File: config.mk
export PLATFORM = sky130hd
export DESIGN_NAME = unidade_de_controle_multiciclo_flat
export DESIGN_NICKNAME = d
export VERILOG_FILES = /design/src/rtl/unidade_de_controle_multiciclo_if.sv /design/src/rtl/unidade_de_controle_multiciclo.sv /design/src/flat_wrapper.sv
export SDC_FILE = /design/constraint.sdc
export NUM_CORES = 1
export LEC_CHECK = 0
export ABC_AREA = 1
export CORE_AREA = 2 2 53 55
export CTS_CLUSTER_DIAMETER = 100
export DETAILED_ROUTE_END_ITERATION = 7
export DIE_AREA = 0 0 55 57
export PLACE_DENSITY = 0.72
export SYNTH_ARGS = -nofsm -noshare
export SYNTH_HDL_FRONTEND = slang
export SYNTH_SLANG_ARGS = --single-unit
export TNS_END_PERCENT = 5
File: constraint.sdc
create_clock -name Clock -period 1.3 [get_ports Clock]
set_input_delay 0.26 -clock Clock [delete_from_list [all_inputs] [get_ports Clock]]
set_output_delay 0.26 -clock Clock [all_outputs]
set_load 0.01 [all_outputs]
File: src/rtl/unidade_de_controle_multiciclo_if.sv
// Bus between the multi-cycle control unit and the Zeus datapath:
// the instruction/flag/handshake inputs and the control strobes.
interface unidade_de_controle_multiciclo_if #(
  parameter int OP_W  = 6,
  parameter int ALU_W = 6
);
  logic [OP_W-1:0]  Op_Code;
  logic             Zero;
  logic             Negativo;
  logic             Mem_Ready;
  logic             PCWrite;
  logic             IRWrite;
  logic             RegDst;
  logic             RegWrite;
  logic             AluSrc;
  logic             ALUOp;
  logic [1:0]       PCSrc;
  logic             MemWrite;
  logic             MemRead;
  logic             MemToReg;
  logic [ALU_W-1:0] Sinal_da_Conta;
  logic [2:0]       Estado;
  logic             Illegal_Op;
  logic             Erro_Mem;

  // Control unit side: consumes opcode/flags/handshake, drives strobes.
  modport master (
    input  Op_Code, Zero, Negativo, Mem_Ready,
    output PCWrite, IRWrite, RegDst, RegWrite, AluSrc, ALUOp, PCSrc,
           MemWrite, MemRead, MemToReg, Sinal_da_Conta, Estado,
           Illegal_Op, Erro_Mem
  );

  // Datapath side: supplies opcode/flags/handshake, consumes strobes.
  modport slave (
    output Op_Code, Zero, Negativo, Mem_Ready,
    input  PCWrite, IRWrite, RegDst, RegWrite, AluSrc, ALUOp, PCSrc,
           MemWrite, MemRead, MemToReg, Sinal_da_Conta, Estado,
           Illegal_Op, Erro_Mem
  );
endinterface

File: src/rtl/unidade_de_controle_multiciclo.sv
// Multi-cycle control unit for the Zeus processor: sequences each
// instruction through fetch/decode/execute/memory/write-back, waits on
// the memory handshake with a timeout, and flags illegal opcodes.
module unidade_de_controle_multiciclo #(
  parameter int               OP_W     = 6,
  parameter int               ALU_W    = 6,
  parameter logic [ALU_W-1:0] ALU_ADD  = 6'b000000,
  parameter logic [ALU_W-1:0] ALU_SUB  = 6'b000100,
  parameter int               WAIT_MAX = 15
) (
  input  logic                              Clock,
  input  logic                              Reset,
  unidade_de_controle_multiciclo_if.master  bus
);

  typedef enum logic [2:0] {
    INICIO     = 3'd0,
    BUSCA      = 3'd1,
    DECODIFICA = 3'd2,
    EXECUTA    = 3'd3,
    MEMORIA    = 3'd4,
    ESCRITA    = 3'd5,
    ERRO       = 3'd6,
    INVALIDO   = 3'd7
  } estado_t;

  localparam logic [OP_W-1:0] OP_R    = OP_W'(0);
  localparam logic [OP_W-1:0] OP_ADDI = OP_W'(1);
  localparam logic [OP_W-1:0] OP_BEQ  = OP_W'(2);
  localparam logic [OP_W-1:0] OP_BLEZ = OP_W'(3);
  localparam logic [OP_W-1:0] OP_BNE  = OP_W'(4);
  localparam logic [OP_W-1:0] OP_BGTZ = OP_W'(5);
  localparam logic [OP_W-1:0] OP_LW   = OP_W'(6);
  localparam logic [OP_W-1:0] OP_SW   = OP_W'(7);
  localparam logic [OP_W-1:0] OP_J    = OP_W'(8);

  localparam int              CNT_W    = $clog2(WAIT_MAX + 1);
  localparam logic [CNT_W-1:0] WAIT_LIM = CNT_W'(WAIT_MAX);

  estado_t          state_q, state_d;
  logic [OP_W-1:0]  op_reg_q, op_reg_d;
  logic [CNT_W-1:0] cnt_q, cnt_d;
  logic             erro_mem_q, erro_mem_d;

  logic timeout;
  logic waiting;

  // State, latched opcode, wait counter and sticky error flag.
  always_ff @(posedge Clock or posedge Reset) begin
    if (Reset) begin
      state_q    <= INICIO;
      op_reg_q   <= '0;
      cnt_q      <= '0;
      erro_mem_q <= 1'b0;
    end else begin
      state_q    <= state_d;
      op_reg_q   <= op_reg_d;
      cnt_q      <= cnt_d;
      erro_mem_q <= erro_mem_d;
    end
  end

  // Next-state logic; Mem_Ready on the last allowed cycle beats the timeout.
  always_comb begin
    state_d    = state_q;
    op_reg_d   = op_reg_q;
    erro_mem_d = erro_mem_q;
    timeout    = (cnt_q == WAIT_LIM) && !bus.Mem_Ready;
    waiting    = (state_q == BUSCA) || (state_q == MEMORIA);
    case (state_q)
      INICIO: state_d = BUSCA;
      BUSCA: begin
        if (bus.Mem_Ready) begin
          state_d = DECODIFICA;
        end else if (timeout) begin
          state_d    = ERRO;
          erro_mem_d = 1'b1;
        end
      end
      DECODIFICA: begin
        op_reg_d = bus.Op_Code;
        if (bus.Op_Code <= OP_J) state_d = EXECUTA;
        else                     state_d = BUSCA;
      end
      EXECUTA: begin
        if ((op_reg_q == OP_R) || (op_reg_q == OP_ADDI))     state_d = ESCRITA;
        else if ((op_reg_q == OP_LW) || (op_reg_q == OP_SW)) state_d = MEMORIA;
        else                                                 state_d = BUSCA;
      end
      MEMORIA: begin
        if (bus.Mem_Ready) begin
          if (op_reg_q == OP_LW) state_d = ESCRITA;
          else                   state_d = BUSCA;
        end else if (timeout) begin
          state_d    = ERRO;
          erro_mem_d = 1'b1;
        end
      end
      ESCRITA: state_d = BUSCA;
      default: begin
        // ERRO and the unused encoding both lock up until reset.
        state_d    = state_q;
        erro_mem_d = 1'b1;
      end
    endcase
    // Count only cycles spent waiting in place; any entry or exit clears it.
    if (waiting && (state_d == state_q)) cnt_d = cnt_q + CNT_W'(1);
    else                                 cnt_d = '0;
  end

  // Moore outputs from state and latched opcode, plus Mem_Ready-qualified fetch strobes.
  always_comb begin
    bus.PCWrite        = 1'b0;
    bus.IRWrite        = 1'b0;
    bus.RegDst         = 1'b0;
    bus.RegWrite       = 1'b0;
    bus.AluSrc         = 1'b0;
    bus.ALUOp          = 1'b0;
    bus.PCSrc          = 2'd0;
    bus.MemWrite       = 1'b0;
    bus.MemRead        = 1'b0;
    bus.MemToReg       = 1'b0;
    bus.Sinal_da_Conta = '0;
    bus.Illegal_Op     = 1'b0;
    bus.Estado         = state_q;
    bus.Erro_Mem       = erro_mem_q;
    case (state_q)
      BUSCA: begin
        bus.MemRead = 1'b1;
        bus.IRWrite = bus.Mem_Ready;
        bus.PCWrite = bus.Mem_Ready;
      end
      DECODIFICA: begin
        if (!(bus.Op_Code <= OP_J)) bus.Illegal_Op = 1'b1;
      end
      EXECUTA: begin
        case (op_reg_q)
          OP_R: bus.ALUOp = 1'b1;
          OP_ADDI, OP_LW, OP_SW: begin
            bus.AluSrc         = 1'b1;
            bus.Sinal_da_Conta = ALU_ADD;
          end
          OP_BEQ, OP_BNE, OP_BLEZ, OP_BGTZ: begin
            bus.Sinal_da_Conta = ALU_SUB;
            bus.PCSrc          = 2'd1;
            case (op_reg_q)
              OP_BEQ:  bus.PCWrite = bus.Zero;
              OP_BNE:  bus.PCWrite = !bus.Zero;
              OP_BLEZ: bus.PCWrite = bus.Zero || bus.Negativo;
              default: bus.PCWrite = !bus.Zero && !bus.Negativo;
            endcase
          end
          OP_J: begin
            bus.PCWrite = 1'b1;
            bus.PCSrc   = 2'd2;
          end
          default: ;
        endcase
      end
      MEMORIA: begin
        bus.AluSrc         = 1'b1;
        bus.Sinal_da_Conta = ALU_ADD;
        if (op_reg_q == OP_LW) bus.MemRead  = 1'b1;
        if (op_reg_q == OP_SW) bus.MemWrite = 1'b1;
      end
      ESCRITA: begin
        bus.RegWrite = 1'b1;
        bus.RegDst   = (op_reg_q == OP_R);
        bus.MemToReg = (op_reg_q == OP_LW);
      end
      default: ;
    endcase
  end

endmodule

File: src/flat_wrapper.sv
// flat-port wrapper written by rule: the top's interface ports become plain ports
module unidade_de_controle_multiciclo_flat 
#(
  parameter int               OP_W     = 6,
  parameter int               ALU_W    = 6,
  parameter logic [ALU_W-1:0] ALU_ADD  = 6'b000000,
  parameter logic [ALU_W-1:0] ALU_SUB  = 6'b000100,
  parameter int               WAIT_MAX = 15
)
  (Clock, Reset, bus_Op_Code, bus_Zero, bus_Negativo, bus_Mem_Ready, bus_PCWrite, bus_IRWrite, bus_RegDst, bus_RegWrite, bus_AluSrc, bus_ALUOp, bus_PCSrc, bus_MemWrite, bus_MemRead, bus_MemToReg, bus_Sinal_da_Conta, bus_Estado, bus_Illegal_Op, bus_Erro_Mem);
  unidade_de_controle_multiciclo_if #(.OP_W(OP_W), .ALU_W(ALU_W)) bus_i ();
  input  logic Clock;
  input  logic Reset;
  input wire logic [$bits(bus_i.Op_Code)-1:0] bus_Op_Code;
  input wire logic [$bits(bus_i.Zero)-1:0] bus_Zero;
  input wire logic [$bits(bus_i.Negativo)-1:0] bus_Negativo;
  input wire logic [$bits(bus_i.Mem_Ready)-1:0] bus_Mem_Ready;
  output wire logic [$bits(bus_i.PCWrite)-1:0] bus_PCWrite;
  output wire logic [$bits(bus_i.IRWrite)-1:0] bus_IRWrite;
  output wire logic [$bits(bus_i.RegDst)-1:0] bus_RegDst;
  output wire logic [$bits(bus_i.RegWrite)-1:0] bus_RegWrite;
  output wire logic [$bits(bus_i.AluSrc)-1:0] bus_AluSrc;
  output wire logic [$bits(bus_i.ALUOp)-1:0] bus_ALUOp;
  output wire logic [$bits(bus_i.PCSrc)-1:0] bus_PCSrc;
  output wire logic [$bits(bus_i.MemWrite)-1:0] bus_MemWrite;
  output wire logic [$bits(bus_i.MemRead)-1:0] bus_MemRead;
  output wire logic [$bits(bus_i.MemToReg)-1:0] bus_MemToReg;
  output wire logic [$bits(bus_i.Sinal_da_Conta)-1:0] bus_Sinal_da_Conta;
  output wire logic [$bits(bus_i.Estado)-1:0] bus_Estado;
  output wire logic [$bits(bus_i.Illegal_Op)-1:0] bus_Illegal_Op;
  output wire logic [$bits(bus_i.Erro_Mem)-1:0] bus_Erro_Mem;
  assign bus_i.Op_Code = bus_Op_Code;
  assign bus_i.Zero = bus_Zero;
  assign bus_i.Negativo = bus_Negativo;
  assign bus_i.Mem_Ready = bus_Mem_Ready;
  assign bus_PCWrite = bus_i.PCWrite;
  assign bus_IRWrite = bus_i.IRWrite;
  assign bus_RegDst = bus_i.RegDst;
  assign bus_RegWrite = bus_i.RegWrite;
  assign bus_AluSrc = bus_i.AluSrc;
  assign bus_ALUOp = bus_i.ALUOp;
  assign bus_PCSrc = bus_i.PCSrc;
  assign bus_MemWrite = bus_i.MemWrite;
  assign bus_MemRead = bus_i.MemRead;
  assign bus_MemToReg = bus_i.MemToReg;
  assign bus_Sinal_da_Conta = bus_i.Sinal_da_Conta;
  assign bus_Estado = bus_i.Estado;
  assign bus_Illegal_Op = bus_i.Illegal_Op;
  assign bus_Erro_Mem = bus_i.Erro_Mem;
  unidade_de_controle_multiciclo #(.OP_W(OP_W), .ALU_W(ALU_W), .ALU_ADD(ALU_ADD), .ALU_SUB(ALU_SUB), .WAIT_MAX(WAIT_MAX)) u_core (.Clock(Clock), .Reset(Reset), .bus(bus_i));
endmodule
# Yosys cells after proc, flatten, opt, wreduce, memory -nomap -nowiden
# Cells that the tools add are included.
# word_totals
elab_cells	75
output_inout_bits	22
inputBits	11
ff_bits	14
# classes
reduce_logical	18
order_cmp	1
n_eq_ne	17
add_sub_neg	1
bitwise	1
mux	33
# op_table
op	n
equality test 6 x 3 -> 1 bit, second input constant	4
2-to-1 mux 3 bit	7
one-hot mux 3 bit (5 select lines)	1
2-to-1 mux 1 bit	14
equality test 6 x 2 -> 1 bit, second input constant	2
one-hot mux 1 bit (2 select lines)	5
OR reduction 4 bit	2
equality test 3 x 2 -> 1 bit, second input constant	2
equality test 3 bit, second input constant	2
equality test 6 x 1 -> 1 bit, second input constant	1
equality test 6 x 4 -> 1 bit, second input constant	1
<= comparator 6 x 4 -> 1 bit, second input constant	1
zero test 6 bit	1
2-to-1 mux 6 bit	1
adder 4 x 1 -> 4 bit, second input constant	1
equality test 4 bit, second input constant	1
logical OR 1 bit	4
2-to-1 mux 2 bit	2
2-to-1 mux 4 bit	1
one-hot mux 2 bit (2 select lines)	1
OR reduction 2 bit	2
equality test 3 x 1 -> 1 bit, second input constant	1
equality test 3 bit	1
logical AND 1 bit	3
other kinds (8)	10

# Longest topological paths before layout
# logic_depth
ltp_word	8
ltp_mapped	10
ltp_nobuf	10

# Worst setup path before layout
# No wires, ideal clock.
# synth_timing
path_type	register to output
start	reg u_core.state_q[2] (netlist: u_core.bus.Estado[2])
end	out bus_AluSrc
path_buffers	1
stages_incl_launch_ff	7
slack_ns	-0.246
required_ns	1.040
t_arrival_ns	1.286
path_cell_list	dfrtp_1 buf_4 inv_2 nand2_1 nor2_1 nand2_1 o21ai_0
# synth_via
elab_chain_len	2
word_cells_on_any_way	3
cone_classes	eq/ne (2); mux (1)
# synth_rtl
item	line_no	source
start, declared	unidade_de_controle_multiciclo.sv:40	estado_t state_q, state_d;
start signal, assigned	unidade_de_controle_multiciclo.sv:56	state_q <= state_d;
equality test 3 bit or equality test 3 x 2 -> 1 bit (tied branches)	unidade_de_controle_multiciclo.sv:127	case (state_q)
one-hot mux 1 bit (2 select lines) *	unidade_de_controle_multiciclo.sv:127	
end, declared	flat_wrapper.sv:22	output wire logic [$bits(bus_i.AluSrc)-1:0] bus_AluSrc;
# Every way passes the cells marked *; elsewhere a longest branch is shown, timed or not.

# Worst setup path after layout
# layout_timing
start	reg u_core.op_reg_q[4]
end	out bus_PCWrite
# layout_via
elab_chain_len	4
word_cells_on_any_way	9
cone_classes	eq/ne (5); mux (3); reduce/logical (1)
# layout_rtl
item	line_no	source
start, declared	unidade_de_controle_multiciclo.sv:41	logic [OP_W-1:0] op_reg_q, op_reg_d;
start signal, assigned	unidade_de_controle_multiciclo.sv:57	op_reg_q <= op_reg_d;
equality test 6 x 2 -> 1 bit (tied with other cells)	unidade_de_controle_multiciclo.sv:137, unidade_de_controle_multiciclo.sv:146	
one-hot mux 1 bit (3 select lines) or OR reduction 4 bit (tied branches)	unidade_de_controle_multiciclo.sv:146, unidade_de_controle_multiciclo.sv:137	
one-hot mux 1 bit (2 select lines) *	unidade_de_controle_multiciclo.sv:137	case (op_reg_q)
one-hot mux 1 bit (2 select lines) *	unidade_de_controle_multiciclo.sv:127	
end, declared	flat_wrapper.sv:18	output wire logic [$bits(bus_i.PCWrite)-1:0] bus_PCWrite;
# Marks and branches as above.

==> Flow_metrics.wiki <==
{| class="wikitable"
! Metric !! Value
|-
| H-tree levels || 1
|-
| Initial core utilization || 37.9%
|-
| Reported net switching power || 0.000176 W
|-
| Total internal power || 0.000645 W
|-
| Clock slew seen by the registers of the worst setup and hold paths || 90 ps
|-
| Post-route setup slack || -490 ps
|-
| Kind of critical path || reg2out
|-
| Total routed wirelength || 3050 µm
|-
| EDFF count, synth || 0
|-
| Synth Register Bits || 14
|-
| Total power || 0.000821 W
|-
| Logic gate share of total power || 9.3%
|-
| Aggregate global routing overflow || 0
|-
| Worst-case clock buffer depth || 2
|-
| Per-cell routed wire length || 12.4 µm
|-
| Static leakage power || 0.798 nW
|-
| Input/output buffers || 27
|-
| TritonCTS clock tree || built
|-
| Met3 Wirelength || 89 µm
|-
| Count leader, synth || nand2_1
|-
| Leading area contributor after synthesis || dfrtp_1
|-
| Final antenna diode count || 0
|-
| DR pass1 iterations || 4
|-
| Violations in the final reports || negative setup slack
|-
| IR drop worst, VDD || 779 µV
|-
| CP Capture Type || output port
|-
| Switching share of power || 21.4%
|-
| Mean Syn Cell Area || 6.74 µm²
|-
| Maximum number of pins on one net before global-route repair || 15
|-
| Warnings from Yosys || 0
|-
| Cell area after technology mapping || 991 µm²
|-
| Total vias in the final route || 1174
|-
| Ys async rst share || 100%
|-
| Half-perimeter wire length of the detailed placement result || 2300 µm
|-
| RePlAce Congestion || 0.918
|-
| Core Area || 2620 µm²
|-
| Die Span Y || 57 µm
|-
| Main synth FF type || dfrtp_1
|-
| First DRT Iteration DRCs || 31
|-
| Clock network power share || 37.7%
|-
| Sequential fraction of design power || 53.0%
|-
| Max-slew violations || 0
|-
| Post-synth top area share || 35.4%
|-
| FILL cells || 231
|-
| Syn-to-layout area delta || 72.5%
|-
| Data arrival time of the worst path || 1530 ps
|-
| Routed wire length on met2 || 1600 µm
|-
| Number of cells produced by synthesis || 147
|-
| Largest cells by area after synthesis || dfrtp_1, nand2_1, nor2_1, inv_1, buf_4
|-
| Synth cell count leaders || nand2_1, nor2_1, inv_1
|-
| Period utilisation layout || 138%
|-
| Required time at the worst-slack endpoint || 1040 ps
|-
| Width of the die || 55 µm
|-
| Io pins || 33
|-
| Class of the worst hold path || in2async
|-
| Wire length on met1 || 1280 µm
|-
| DRC violations left || 0
|-
| Overall die area || 3140 µm²
|-
| Top routing layer used || met4
|-
| Final number of hold-violating endpoints || 0
|-
| Pwr dens || 480 nW/µm²
|-
| Count of max-cap constraint violations || 0
|-
| Highest Clock Rate || 559 MHz
|-
| CTS root buffer || clkbuf_4
|-
| Final critical path time including I/O delays and setup || 1790 ps
|-
| Total clock buffers created by CTS || 3
|-
| Post-DRT Antenna Nets || 0
|-
| Via count of the first global-routing pass || 1142
|-
| Layout net count || 228
|-
| Number of cell rows || 19
|-
| Number of antenna violations at the first check in global routing || 0
|-
| Clock Skews || 6.44 ps
|-
| Worst setup SP type || flip-flop
|-
| First-pass GRT wire length || 5200 µm
|-
| Count of hold-fix buffers inserted at cts || 0
|-
| Setup violations, final || 20
|-
| Outcome || complete, but fails checks
|-
| Layout cells sized above 1 || 44.7%
|-
| Top fanout value on the critical path || 5
|-
| Part of the Yosys area used for sequential elements || 35.4%
|-
| Number of sinks handled by clock tree synthesis || 14
|-
| Global-route total usage across every layer || 22.5%
|-
| Placed inst area || 1560 µm²
|-
| Vias per cell || 4.77
|-
| Post-synthesis cell type count || 24
|-
| Post-route design area || 1710 µm²
|-
| Worst skew pair latency || 280 ps
|-
| Unrepaired setup endpoints after global routing || true
|}
==> cell type report <==
| type | count | area [µm²] | share of cell area [%] |
|---|---|---|---|
| Timing Repair Buffer | 68 | 557 | 32.6 |
| Inverter | 21 | 88.8 | 5.20 |
| Sequential cell | 14 | 353 | 20.6 |
| Clock buffer | 4 | 36.3 | 2.12 |
| Tap cell | 31 | 38.8 | 2.27 |
| Multi-Input combinational cell | 108 | 636 | 37.2 |
==> power by group through the flow <==
stage / Sequential [W] / Clock, W / Combinational [W]
after global routing: 0.000435 / 0.000353 / 0.0000846
after CTS: 0.000435 / 0.000322 / 0.0000745
after floorplan: 0.000444 / 0 / 0.0000347
final: 0.000435 / 0.000309 / 0.0000767
after detailed placement: 0.000444 / 0 / 0.0000720
after global placement: 0.000444 / 0 / 0.0000703
==> metal layers <==
layer / vias to the layer above / global-route usage [%]
li1: 600 / -
met1: 543 / 29.4
met2: 23 / 37.1
met3: 8 / 1.57
met4: 0 / 10.8
met5: - / 0
==> state kept, by name (all words and copies together) (netlist names) <==
signal               count
u_core.bus.Estado        3
u_core.cnt_q             4
u_core.bus.Erro_Mem      1
u_core.op_reg_q          6
==> logic make-up (layout without fill, tap and decap cells) <==
| kind of cell | count (synthesis) | after routing | synth area share [%] |
|---|---|---|---|
| adder cells (fa/ha/maj) | 1 | 1 | 1.26 |
| AND/OR/NAND/NOR | 85 | 85 | 38.5 |
| flip-flops | 14 | 14 | 35.4 |
| XOR/XNOR | 2 | 2 | 1.77 |
| AO/OA/AOI/OAI | 15 | 15 | 8.96 |
| other | 1 | 5 | 0.378 |
| buffers and inverters | 29 | 93 | 13.8 |
==> worst max-delay path, cell delays in order (launching register included) <==
cell,delay (ps)
dfrtp_1,420
nor2_4,160
nand4_1,120
buf_4,160
nand2_2,50
a21oi_2,40
o21ai_1,110
nand2_1,60
buf_2,130
==> timing repair <==
item                                    4_1_cts  5_1_grt
endpoints found under the setup margin       25       24
gates resized for setup                      80       11
endpoints found under the hold margin         0        0
setup buffers                                 5        0
pin swaps                                     7        7
==> worst paths after layout <==
| path | cells past startpoint | slack [ps] | to | from |
|---|---|---|---|---|
| hold reg to reg | 2 | 480 | u_core.bus.Erro_Mem$_DFFE_PP0P_ | u_core.bus.Erro_Mem$_DFFE_PP0P_ |
| setup reg to reg | 9 | -250 | u_core.cnt_q[3]$_DFF_PP0_ | u_core.bus.Estado[0]$_DFF_PP0_ |
| setup / recovery | 8 | -490 | bus_PCWrite | u_core.op_reg_q[4]$_DFFE_PP0P_ |
| hold / removal | 3 | 270 | u_core.op_reg_q[4]$_DFFE_PP0P_ | Reset |
| max in group asynchronous | 3 | 850 | u_core.bus.Estado[1]$_DFF_PP0_ | Reset |
| min in group Clock | 2 | 480 | u_core.bus.Erro_Mem$_DFFE_PP0P_ | u_core.bus.Erro_Mem$_DFFE_PP0P_ |
==> cells in the final DEF (no fill, tap or decap), types with 2 or more instances in the layout <==
master	synthesis	layout
a21oi_2	0	2
buf_2	1	7
buf_4	7	40
buf_6	0	3
clkbuf_4	0	3
clkdlybuf4s15_2	0	7
clkdlybuf4s50_1	0	10
conb_1	1	5
dfrtp_1	14	12
dfrtp_2	0	2
inv_1	19	16
inv_4	0	4
nand2_1	35	30
nand2_2	1	5
nand3_1	9	6
nand3_2	3	4
nand3_4	0	2
nand4_1	7	7
nor2_1	23	18
nor2_2	2	4
nor2_4	0	3
nor3_2	0	3
o21ai_0	9	5
o21ai_1	0	4
==> stage by stage <==
stage | cells | setup slack [ps] | utilization, % | hold WS, ps | TNS (ps)
5_1_grt | 246 | -626 | 65.4 | 299 | -8190
6_report | 246 | -490 | 65.4 | 266 | -5910
4_1_cts | 246 | -528 | 64.1 | 262 | -6030
3_3_place_gp | 237 | -584 | 59.5 | 476 | -8660
3_5_place_dp | 237 | -599 | 59.5 | 471 | -9120
2_1_floorplan | 151 | -101 | - | 149 | -439
Note: power is estimated with default switching activity, not from simulation.
